==> src/rtl/alu_pkg.sv <==
// Shared ALU add/subtract opcode definitions and operand-prep helpers,
// used by the pipelined adder and by ALU decode.
package alu_pkg;

  typedef enum logic [1:0] {
    OP_ADD  = 2'b00,
    OP_SUB  = 2'b01,
    OP_ADC  = 2'b10,
    OP_SADD = 2'b11
  } add_op_t;

  function automatic logic op_inverts_b(add_op_t op);
    return (op == OP_SUB) ? 1'b1 : 1'b0;
  endfunction

  // SUB forms a - b as a + ~b + 1; only ADC honours the external carry.
  function automatic logic op_carry_in(add_op_t op, logic cin);
    logic c;
    case (op)
      OP_SUB:  c = 1'b1;
      OP_ADC:  c = cin;
      default: c = 1'b0;
    endcase
    return c;
  endfunction

endpackage

==> src/rtl/adder_chunk.sv <==
// One CHUNK-wide slice of the carry chain: sum/cout = a + b + cin.
// Kept behavioural so synthesis can map it onto a carry chain or DSP.
module adder_chunk #(
  parameter int WIDTH = 4
) (
  input  logic [WIDTH-1:0] a,
  input  logic [WIDTH-1:0] b,
  input  logic             cin,
  output logic [WIDTH-1:0] sum,
  output logic             cout
);

  logic [WIDTH:0] total_s;

  assign total_s = {1'b0, a} + {1'b0, b} + {{WIDTH{1'b0}}, cin};
  assign sum     = total_s[WIDTH-1:0];
  assign cout    = total_s[WIDTH];

endmodule

==> src/rtl/pipelined_adder.sv <==
// Pipelined add/subtract with valid/ready handshake; one CHUNK resolved per stage.
// Optional feature: define ADDER_SAT_EN to make SADD a signed saturating add.
module pipelined_adder
  import alu_pkg::*;
#(
  parameter int BIT_COUNT = 8,
  parameter int STAGES    = 2
) (
  input  logic                 clk,
  input  logic                 rst_n,
  input  logic                 in_valid,
  output logic                 in_ready,
  input  logic [BIT_COUNT-1:0] in_a,
  input  logic [BIT_COUNT-1:0] in_b,
  input  logic [1:0]           in_op,
  input  logic                 in_cin,
  output logic                 out_valid,
  input  logic                 out_ready,
  output logic [BIT_COUNT-1:0] out_sum,
  output logic                 out_cout,
  output logic                 out_ovf,
  output logic                 out_zero,
  output logic                 out_neg
);

  localparam int CHUNK  = BIT_COUNT / STAGES;
  // Intermediate ranks sit between chunks; the output registers form the last rank.
  localparam int PIPE_N = (STAGES > 1) ? STAGES - 1 : 1;
`ifdef ADDER_SAT_EN
  localparam logic [BIT_COUNT-1:0] SAT_MAX = {1'b0, {(BIT_COUNT-1){1'b1}}};
  localparam logic [BIT_COUNT-1:0] SAT_MIN = {1'b1, {(BIT_COUNT-1){1'b0}}};
`endif

  add_op_t              op_s;
  logic                 adv_s;

  logic [STAGES-1:0]    stg_v_s;
  logic [STAGES-1:0]    stg_c_s;
  logic [BIT_COUNT-1:0] stg_a_s   [STAGES];
  logic [BIT_COUNT-1:0] stg_bp_s  [STAGES];
  logic [BIT_COUNT-1:0] stg_sum_s [STAGES];
  logic [BIT_COUNT-1:0] res_sum_s [STAGES];
  logic [BIT_COUNT-1:0] chunk_sum_s;
  logic [STAGES-1:0]    chunk_cout_s;

  logic [BIT_COUNT-1:0] raw_sum_s;
  logic [BIT_COUNT-1:0] fin_sum_s;
  logic                 a_msb_s;
  logic                 bp_msb_s;
  logic                 ovf_s;

  logic [PIPE_N-1:0]    pipe_v_r;
  logic [PIPE_N-1:0]    pipe_c_r;
  logic [BIT_COUNT-1:0] pipe_a_r   [PIPE_N];
  logic [BIT_COUNT-1:0] pipe_bp_r  [PIPE_N];
  logic [BIT_COUNT-1:0] pipe_sum_r [PIPE_N];

`ifdef ADDER_SAT_EN
  logic [STAGES-1:0]    stg_sat_s;
  logic [PIPE_N-1:0]    pipe_sat_r;
`endif

  logic                 out_valid_r;
  logic [BIT_COUNT-1:0] out_sum_r;
  logic                 out_cout_r;
  logic                 out_ovf_r;
  logic                 out_zero_r;
  logic                 out_neg_r;

  assign op_s     = add_op_t'(in_op);
  assign adv_s    = ~out_valid_r | out_ready;
  assign in_ready = adv_s;

  // Stage inputs: stage 0 takes prepared operands, later stages read the previous rank.
  always_comb begin
    stg_v_s = {STAGES{1'b0}};
    stg_c_s = {STAGES{1'b0}};
`ifdef ADDER_SAT_EN
    stg_sat_s = {STAGES{1'b0}};
    stg_sat_s[0] = (op_s == OP_SADD) ? 1'b1 : 1'b0;
`endif
    for (int k = 0; k < STAGES; k++) begin
      stg_a_s[k]   = {BIT_COUNT{1'b0}};
      stg_bp_s[k]  = {BIT_COUNT{1'b0}};
      stg_sum_s[k] = {BIT_COUNT{1'b0}};
    end
    stg_v_s[0]  = in_valid;
    stg_a_s[0]  = in_a;
    stg_bp_s[0] = op_inverts_b(op_s) ? ~in_b : in_b;
    stg_c_s[0]  = op_carry_in(op_s, in_cin);
    for (int k = 1; k < STAGES; k++) begin
      stg_v_s[k]   = pipe_v_r[k-1];
      stg_a_s[k]   = pipe_a_r[k-1];
      stg_bp_s[k]  = pipe_bp_r[k-1];
      stg_sum_s[k] = pipe_sum_r[k-1];
      stg_c_s[k]   = pipe_c_r[k-1];
`ifdef ADDER_SAT_EN
      stg_sat_s[k] = pipe_sat_r[k-1];
`endif
    end
  end

  for (genvar g = 0; g < STAGES; g++) begin : g_chunk
    adder_chunk #(.WIDTH(CHUNK)) u_chunk (
      .a    (stg_a_s[g][g*CHUNK +: CHUNK]),
      .b    (stg_bp_s[g][g*CHUNK +: CHUNK]),
      .cin  (stg_c_s[g]),
      .sum  (chunk_sum_s[g*CHUNK +: CHUNK]),
      .cout (chunk_cout_s[g])
    );
  end

  // Merge each resolved chunk into its skewed partial sum; derive final result and overflow.
  always_comb begin
    for (int k = 0; k < STAGES; k++) begin
      res_sum_s[k] = stg_sum_s[k];
      res_sum_s[k][k*CHUNK +: CHUNK] = chunk_sum_s[k*CHUNK +: CHUNK];
    end
    raw_sum_s = res_sum_s[STAGES-1];
    a_msb_s   = stg_a_s[STAGES-1][BIT_COUNT-1];
    bp_msb_s  = stg_bp_s[STAGES-1][BIT_COUNT-1];
    ovf_s     = (a_msb_s == bp_msb_s) && (raw_sum_s[BIT_COUNT-1] != a_msb_s);
`ifdef ADDER_SAT_EN
    // Both operands share a sign on overflow, so a's sign picks the clamp direction.
    if (stg_sat_s[STAGES-1] && ovf_s) begin
      fin_sum_s = a_msb_s ? SAT_MIN : SAT_MAX;
    end else begin
      fin_sum_s = raw_sum_s;
    end
`else
    fin_sum_s = raw_sum_s;
`endif
  end

  // Pipeline ranks and output registers; the whole pipe moves or holds together.
  always_ff @(posedge clk) begin
    if (!rst_n) begin
      pipe_v_r <= {PIPE_N{1'b0}};
      pipe_c_r <= {PIPE_N{1'b0}};
`ifdef ADDER_SAT_EN
      pipe_sat_r <= {PIPE_N{1'b0}};
`endif
      for (int k = 0; k < PIPE_N; k++) begin
        pipe_a_r[k]   <= {BIT_COUNT{1'b0}};
        pipe_bp_r[k]  <= {BIT_COUNT{1'b0}};
        pipe_sum_r[k] <= {BIT_COUNT{1'b0}};
      end
      out_valid_r <= 1'b0;
      out_sum_r   <= {BIT_COUNT{1'b0}};
      out_cout_r  <= 1'b0;
      out_ovf_r   <= 1'b0;
      out_zero_r  <= 1'b0;
      out_neg_r   <= 1'b0;
    end else if (adv_s) begin
      for (int k = 0; k < STAGES - 1; k++) begin
        pipe_v_r[k]   <= stg_v_s[k];
        pipe_a_r[k]   <= stg_a_s[k];
        pipe_bp_r[k]  <= stg_bp_s[k];
        pipe_sum_r[k] <= res_sum_s[k];
        pipe_c_r[k]   <= chunk_cout_s[k];
`ifdef ADDER_SAT_EN
        pipe_sat_r[k] <= stg_sat_s[k];
`endif
      end
      out_valid_r <= stg_v_s[STAGES-1];
      out_sum_r   <= fin_sum_s;
      out_cout_r  <= chunk_cout_s[STAGES-1];
      out_ovf_r   <= ovf_s;
      out_zero_r  <= (fin_sum_s == {BIT_COUNT{1'b0}}) ? 1'b1 : 1'b0;
      out_neg_r   <= fin_sum_s[BIT_COUNT-1];
    end
  end

  assign out_valid = out_valid_r;
  assign out_sum   = out_sum_r;
  assign out_cout  = out_cout_r;
  assign out_ovf   = out_ovf_r;
  assign out_zero  = out_zero_r;
  assign out_neg   = out_neg_r;

endmodule
==> config.mk <==
export PLATFORM = sky130hd
export DESIGN_NAME = pipelined_adder
export DESIGN_NICKNAME = d
export VERILOG_FILES = /design/src/rtl/alu_pkg.sv /design/src/rtl/adder_chunk.sv /design/src/rtl/pipelined_adder.sv
export SDC_FILE = /design/constraint.sdc
export NUM_CORES = 1
export LEC_CHECK = 0
export ABC_AREA = 0
export CORE_MARGIN = 1
export CORE_UTILIZATION = 42
export CTS_BUF_LIST = sky130_fd_sc_hd__clkbuf_16
export CTS_CLUSTER_SIZE = 40
export DETAILED_ROUTE_END_ITERATION = 10
export HOLD_SLACK_MARGIN = 0.1
export PLACE_DENSITY = 0.78
export REMOVE_ABC_BUFFERS = 1
export SYNTH_ARGS = -nofsm -noshare
export SYNTH_HDL_FRONTEND = slang
export SYNTH_HIERARCHICAL = 1
export SYNTH_SLANG_ARGS = --single-unit
==> constraint.sdc <==
create_clock -name clk -period 3 [get_ports clk]
set_clock_uncertainty 0.2 [all_clocks]
set_input_delay 0.6 -clock clk [delete_from_list [all_inputs] [get_ports clk]]
set_output_delay 0.6 -clock clk [all_outputs]
set_load 0.05 [all_outputs]
* Yosys cells after proc, flatten, opt, wreduce, memory -nomap -nowiden *
Memories as Yosys holds them, arrays and structs flattened.
Index checks and enable logic that the tools add are counted.

word-level totals
  register bits after elaboration = 15
  bits in writable memories = 20
  input bits = 23
  output and inout bits = 14
  word-level logic and storage cells = 41
  memories kept = 3

memory list
  name        depth  width  rd ports  clocked after Yosys merged registers in  write ports  line                   RTL
  pipe_a_r    1      8      1         0                                        1            pipelined_adder.sv:54  logic [BIT_COUNT-1:0] pipe_a_r [PIPE_N];
  pipe_bp_r   1      8      1         0                                        1            pipelined_adder.sv:55  logic [BIT_COUNT-1:0] pipe_bp_r [PIPE_N];
  pipe_sum_r  1      4      1         0                                        1            pipelined_adder.sv:56  logic [BIT_COUNT-1:0] pipe_sum_r [PIPE_N];

cells by class
  add/subtract/negate cells = 4
  equal/unequal tests = 4
  mux-type cells = 14
  bitwise operators = 3
  reduce and logical (&&, ||, !) cells = 5

operators with widths
  operator                                                               number
  8-bit two-way mux                                                      3
  8-bit OR reduction                                                     2
  4-bit by 4-bit adder with 5-bit output                                 2
  5-bit by 1-bit adder with 5-bit output                                 2
  1-bit two-way mux                                                      9
  8-bit zero test                                                        1
  8-bit NOT                                                              1
  4-bit two-way mux                                                      1
  4-bit OR reduction                                                     1
  2-bit by 1-bit equality test with 1-bit output, second input constant  1
  2-bit equality test, second input constant                             1
  1-bit case mux with 2 select lines                                     1
  1-bit equality test                                                    1
  1-bit logical AND                                                      1
  1-bit != test                                                          1
  1-bit NOT                                                              1
  1-bit bitwise OR                                                       1

* Longest topological paths before layout *
  depth after elaboration = 7
  mapped depth = 13
  gate-level depth less buffers = 12

* By module *
The synthesis kept the hierarchy.

modules (own cells, without submodules)
  module           times used  cells an instance  area an instance (um^2)  sequential area each (um^2)
  pipelined_adder  1           106                1118.6                   640.6
  adder_chunk      2           16                 143.9                    0.0

* Worst setup path before layout *
Ideal clock, no wire load.

  kind = input-to-reg
  from = input in_op[1]
  to = memory pipe_sum_r[0][2] (netlist bit) (data pin)
  data arrival time = 2.085 ns
  data required time = 2.545 ns
  setup slack = 0.460 ns
  stages on the path = 9
  path through = inv_1 > ha_1 > buf_2 > xor2_1 > fa_1 > inv_1 > fa_1 > xnor2_1 > and3_1

RTL lines
  item         line                   RTL
  from (decl)  pipelined_adder.sv:15  input logic [1:0] in_op,
  to (decl)    pipelined_adder.sv:56

==> results_dict.tcl <==
set metrics [dict create \
    status "complete, no violations" \
    max_freq_mhz 353.7 \
    drive_above_1_share_pct 6.857 \
    wl_um 2451 \
    vias 1035 \
    ys_seq_area_share_pct 45.55 \
    r2r_start "pipe_a_r[0][4]" \
    grt_use_met1_pct 16.32 \
    grt_overflow 0 \
    post_synth.cell_area_avg_um2 10.19 \
    cts-root-buf "clkbuf_16" \
    insertion_delay_ps 260 \
    dr.pass1.iters 4 \
    tightest_slew_ps 512.6 \
    ctsHoldBuffers 0 \
    synth.area.top_cells "edfxtp_1 (26%), dfxtp_1 (20%), ha_1 (7.1%)" \
    p_leak_uw 0.0007988 \
    cp-endpoint "pipe_c_r" \
    post-cts-setup-buffers 0 \
    viasPerCell 4.726 \
    min_path_type "register to register" \
    synth_compound_area_share_pct 10.94 \
    gp_congestion 0.7965 \
    synth_fa_ha_area_share_pct 12.81 \
    track_usage_pct 15.70 \
    cp_top_family "adder cells" \
    setup_viol 0 \
    dpl-instance-area_um2 1799 \
    syn-instance-count 138 \
    cts_tree "built" \
    use_met3_pct 3.247 \
    crit_buf_inv 3 \
    core_area_um2 3103 \
    syn_to_final_growth_pct 33.54 \
    reg2regPathDepth 6 \
    antenna_found_initial 0 \
    dr.first_iter.drc_count 15 \
    yosys-mux-area-fraction_pct 0 \
    critPathSlowestCell "clkdlybuf4s50_1" \
    synth-main-ff-cell "dfxtp_1" \
    crit_arrival_ps 2820 \
    start_util_pct 45.32 \
    num_io_pins 37 \
    ant_nets 0 \
    required_ps 3000 \
    rows 20 \
    grt_pass1_vias 998 \
    rsz0062_at_grt "no" \
    synth_top_area_cell "edfxtp_1" \
    crit_type "primary input to register" \
    vdd_drop_max_uv 240.7 \
    drc 0 \
    power.density_nw_per_um2 536.3 \
    grt_pass1_wl_um 4112 \
    drv_slew 0 \
    postSynth.asyncResetShare_pct 0 \
    cts_buffers 3 \
    cts_resized 0 \
    critPathLaunchType "primary input" \
    clockBufferDepth 2 \
    yosys-top-cells-count "nand2_1 (25), dfxtp_1 (14), edfxtp_1 (12)" \
    post-route-worst-setup-slack_ps 172.7 \
    yosysMostFrequentCell "nand2_1" \
    finalInstanceArea_um2 1878 \
    path_max_fanout 4 \
    fin_setup_tns_ps 0 \
    synth_top_family_by_area "simple AND/OR/NAND/NOR gates" \
    placed_cells_incl_taps 215 \
    timing.hold.ws_ps 246.2 \
    maxCapViolCount 0 \
    synth-simple-area-share_pct 16.73 \
    cp-end-kind "register" \
    diodes 0 \
    crit_cells 12 \
    cp-startpoint "in_op[1]" \
    synth-seq-cells 26 \
    syn_area_um2 1406 \
    htree_levels 1 \
    fp.dieH_um 59.87 \
    nets 211 \
    grt_max_degree 24 \
    synth-edff-count 12 \
    period_share_pct 94.24 \
    r2r_end "out_ovf" \
    fin_crit_ps 2827 \
    slowest_delay_ps 480 \
    worstPathCellList "clkdlybuf4s50_1, inv_1, ha_1, xor2_1, fa_1, inv_1, fa_1, nor2b_1, o21ai_0, nand2b_1, nand2_1, a21boi_1" \
    yosysTopAreaCellShare_pct 25.62 \
    dp_hpwl_um 1903 \
    die-area_um2 3584 \
    synth_xor_area_share_pct 7.473 \
    port_buffers 36 \
    fp.dieW_um 59.87 \
    dp_slack_ps -102.1 \
    synth-warning-count 6 \
    synth.distinct_cells 30 \
    cts_sinks 26 \
    relSlewSlack_pct 65.74 \
    fin_cells 219 \
    hold_violations 0 \
    wire_per_inst_um 11.19 \
    r2r_slack_ps 860 \
    grt_use_met2_pct 30.32 \
    top_usage_layer "met2" \
    clk_pin_slew_ps 60 \
]
==> tightest hold or removal path, stage by stage, from the launching register on <==
cell and delay, ps:
dfxtp_1 310, nand2_1 50, a21boi_1 50
==> per-layer routing <==
layer / wire length, um / part of all wire, % / vias up
li1: - / - / 531
met1: 984 / 40 / 467
met2: 1290 / 53 / 34
met3: 141 / 5.8 / 3
met4: 34 / 1.4 / 0
met5: 0 / 0 / -
==> layout by cell type (no fill, tap or decap), types with 5 or more instances in the layout <==
| master | n |
|---|---|
| xnor2_1 | 8 |
| buf_4 | 5 |
| edfxtp_1 | 12 |
| clkdlybuf4s50_1 | 35 |
| ha_1 | 8 |
| dfxtp_1 | 14 |
| nor2_1 | 5 |
| and3_1 | 8 |
| inv_1 | 10 |
| a21boi_1 | 10 |
| nand2_1 | 25 |
==> power breakdown <==
| part | total (uW) | leakage (uW) | internal, uW | switching, uW |
|---|---|---|---|---|
| logic | 283 | 0.000507 | 127 | 156 |
| registers | 433 | 0.000253 | 413 | 20.4 |
| clock network | 291 | 0.0000385 | 178 | 112 |
| total | 1010 | 0.000799 | 719 | 288 |
==> layout make-up <==
| class | count | area (um2) |
|---|---|---|
| flip-flops and latches | 26 | 640.6 |
| repair buffers | 40 | 387.9 |
| clock buffers | 3 | 75.07 |
| multi-input cells | 94 | 674.4 |
| clock inverters | 1 | 3.754 |
| well taps | 44 | 55.05 |
| inverters | 11 | 41.29 |
| fillers | 298 | 1225 |
==> stage by stage <==
step	utilization, %	total power [uW]
2_1_floorplan	-	622.6
3_3_place_gp	57.98	714.8
3_5_place_dp	57.98	726.1
4_1_cts	60.52	1017
5_1_grt	60.52	1059
6_report	60.52	1007
==> sequential cells by signal, summed over array words and instances (netlist names) <==
register and cells:
out_zero 1, out_cout 1, out_valid 1, pipe_bp_r 4
out_ovf 1, out_sum 8, pipe_sum_r 4, pipe_v_r 1
pipe_a_r 4, pipe_c_r 1
==> worst min path at each step <==
stage            endpoint  startpoint  depth (start not counted)
5_1_grt        out_sum[6]  out_sum[6]                          2
3_3_place_gp     pipe_v_r    pipe_v_r                          2
3_5_place_dp   out_sum[2]  out_sum[2]                          2
4_1_cts          out_cout    out_cout                          2
6_report       out_sum[2]  out_sum[2]                          2
2_1_floorplan    pipe_v_r    pipe_v_r                          2
==> logic make-up after synthesis <==
group                      count (synthesis)
xor gates and xnor gates                  12
AOI/OAI and AO/OA                         22
DFF                                       26
buffers and inverters                     18
adders and majority gates                 12
and+or+nand+nor                           48
No activity file was read; power rests on OpenSTA's default activity.
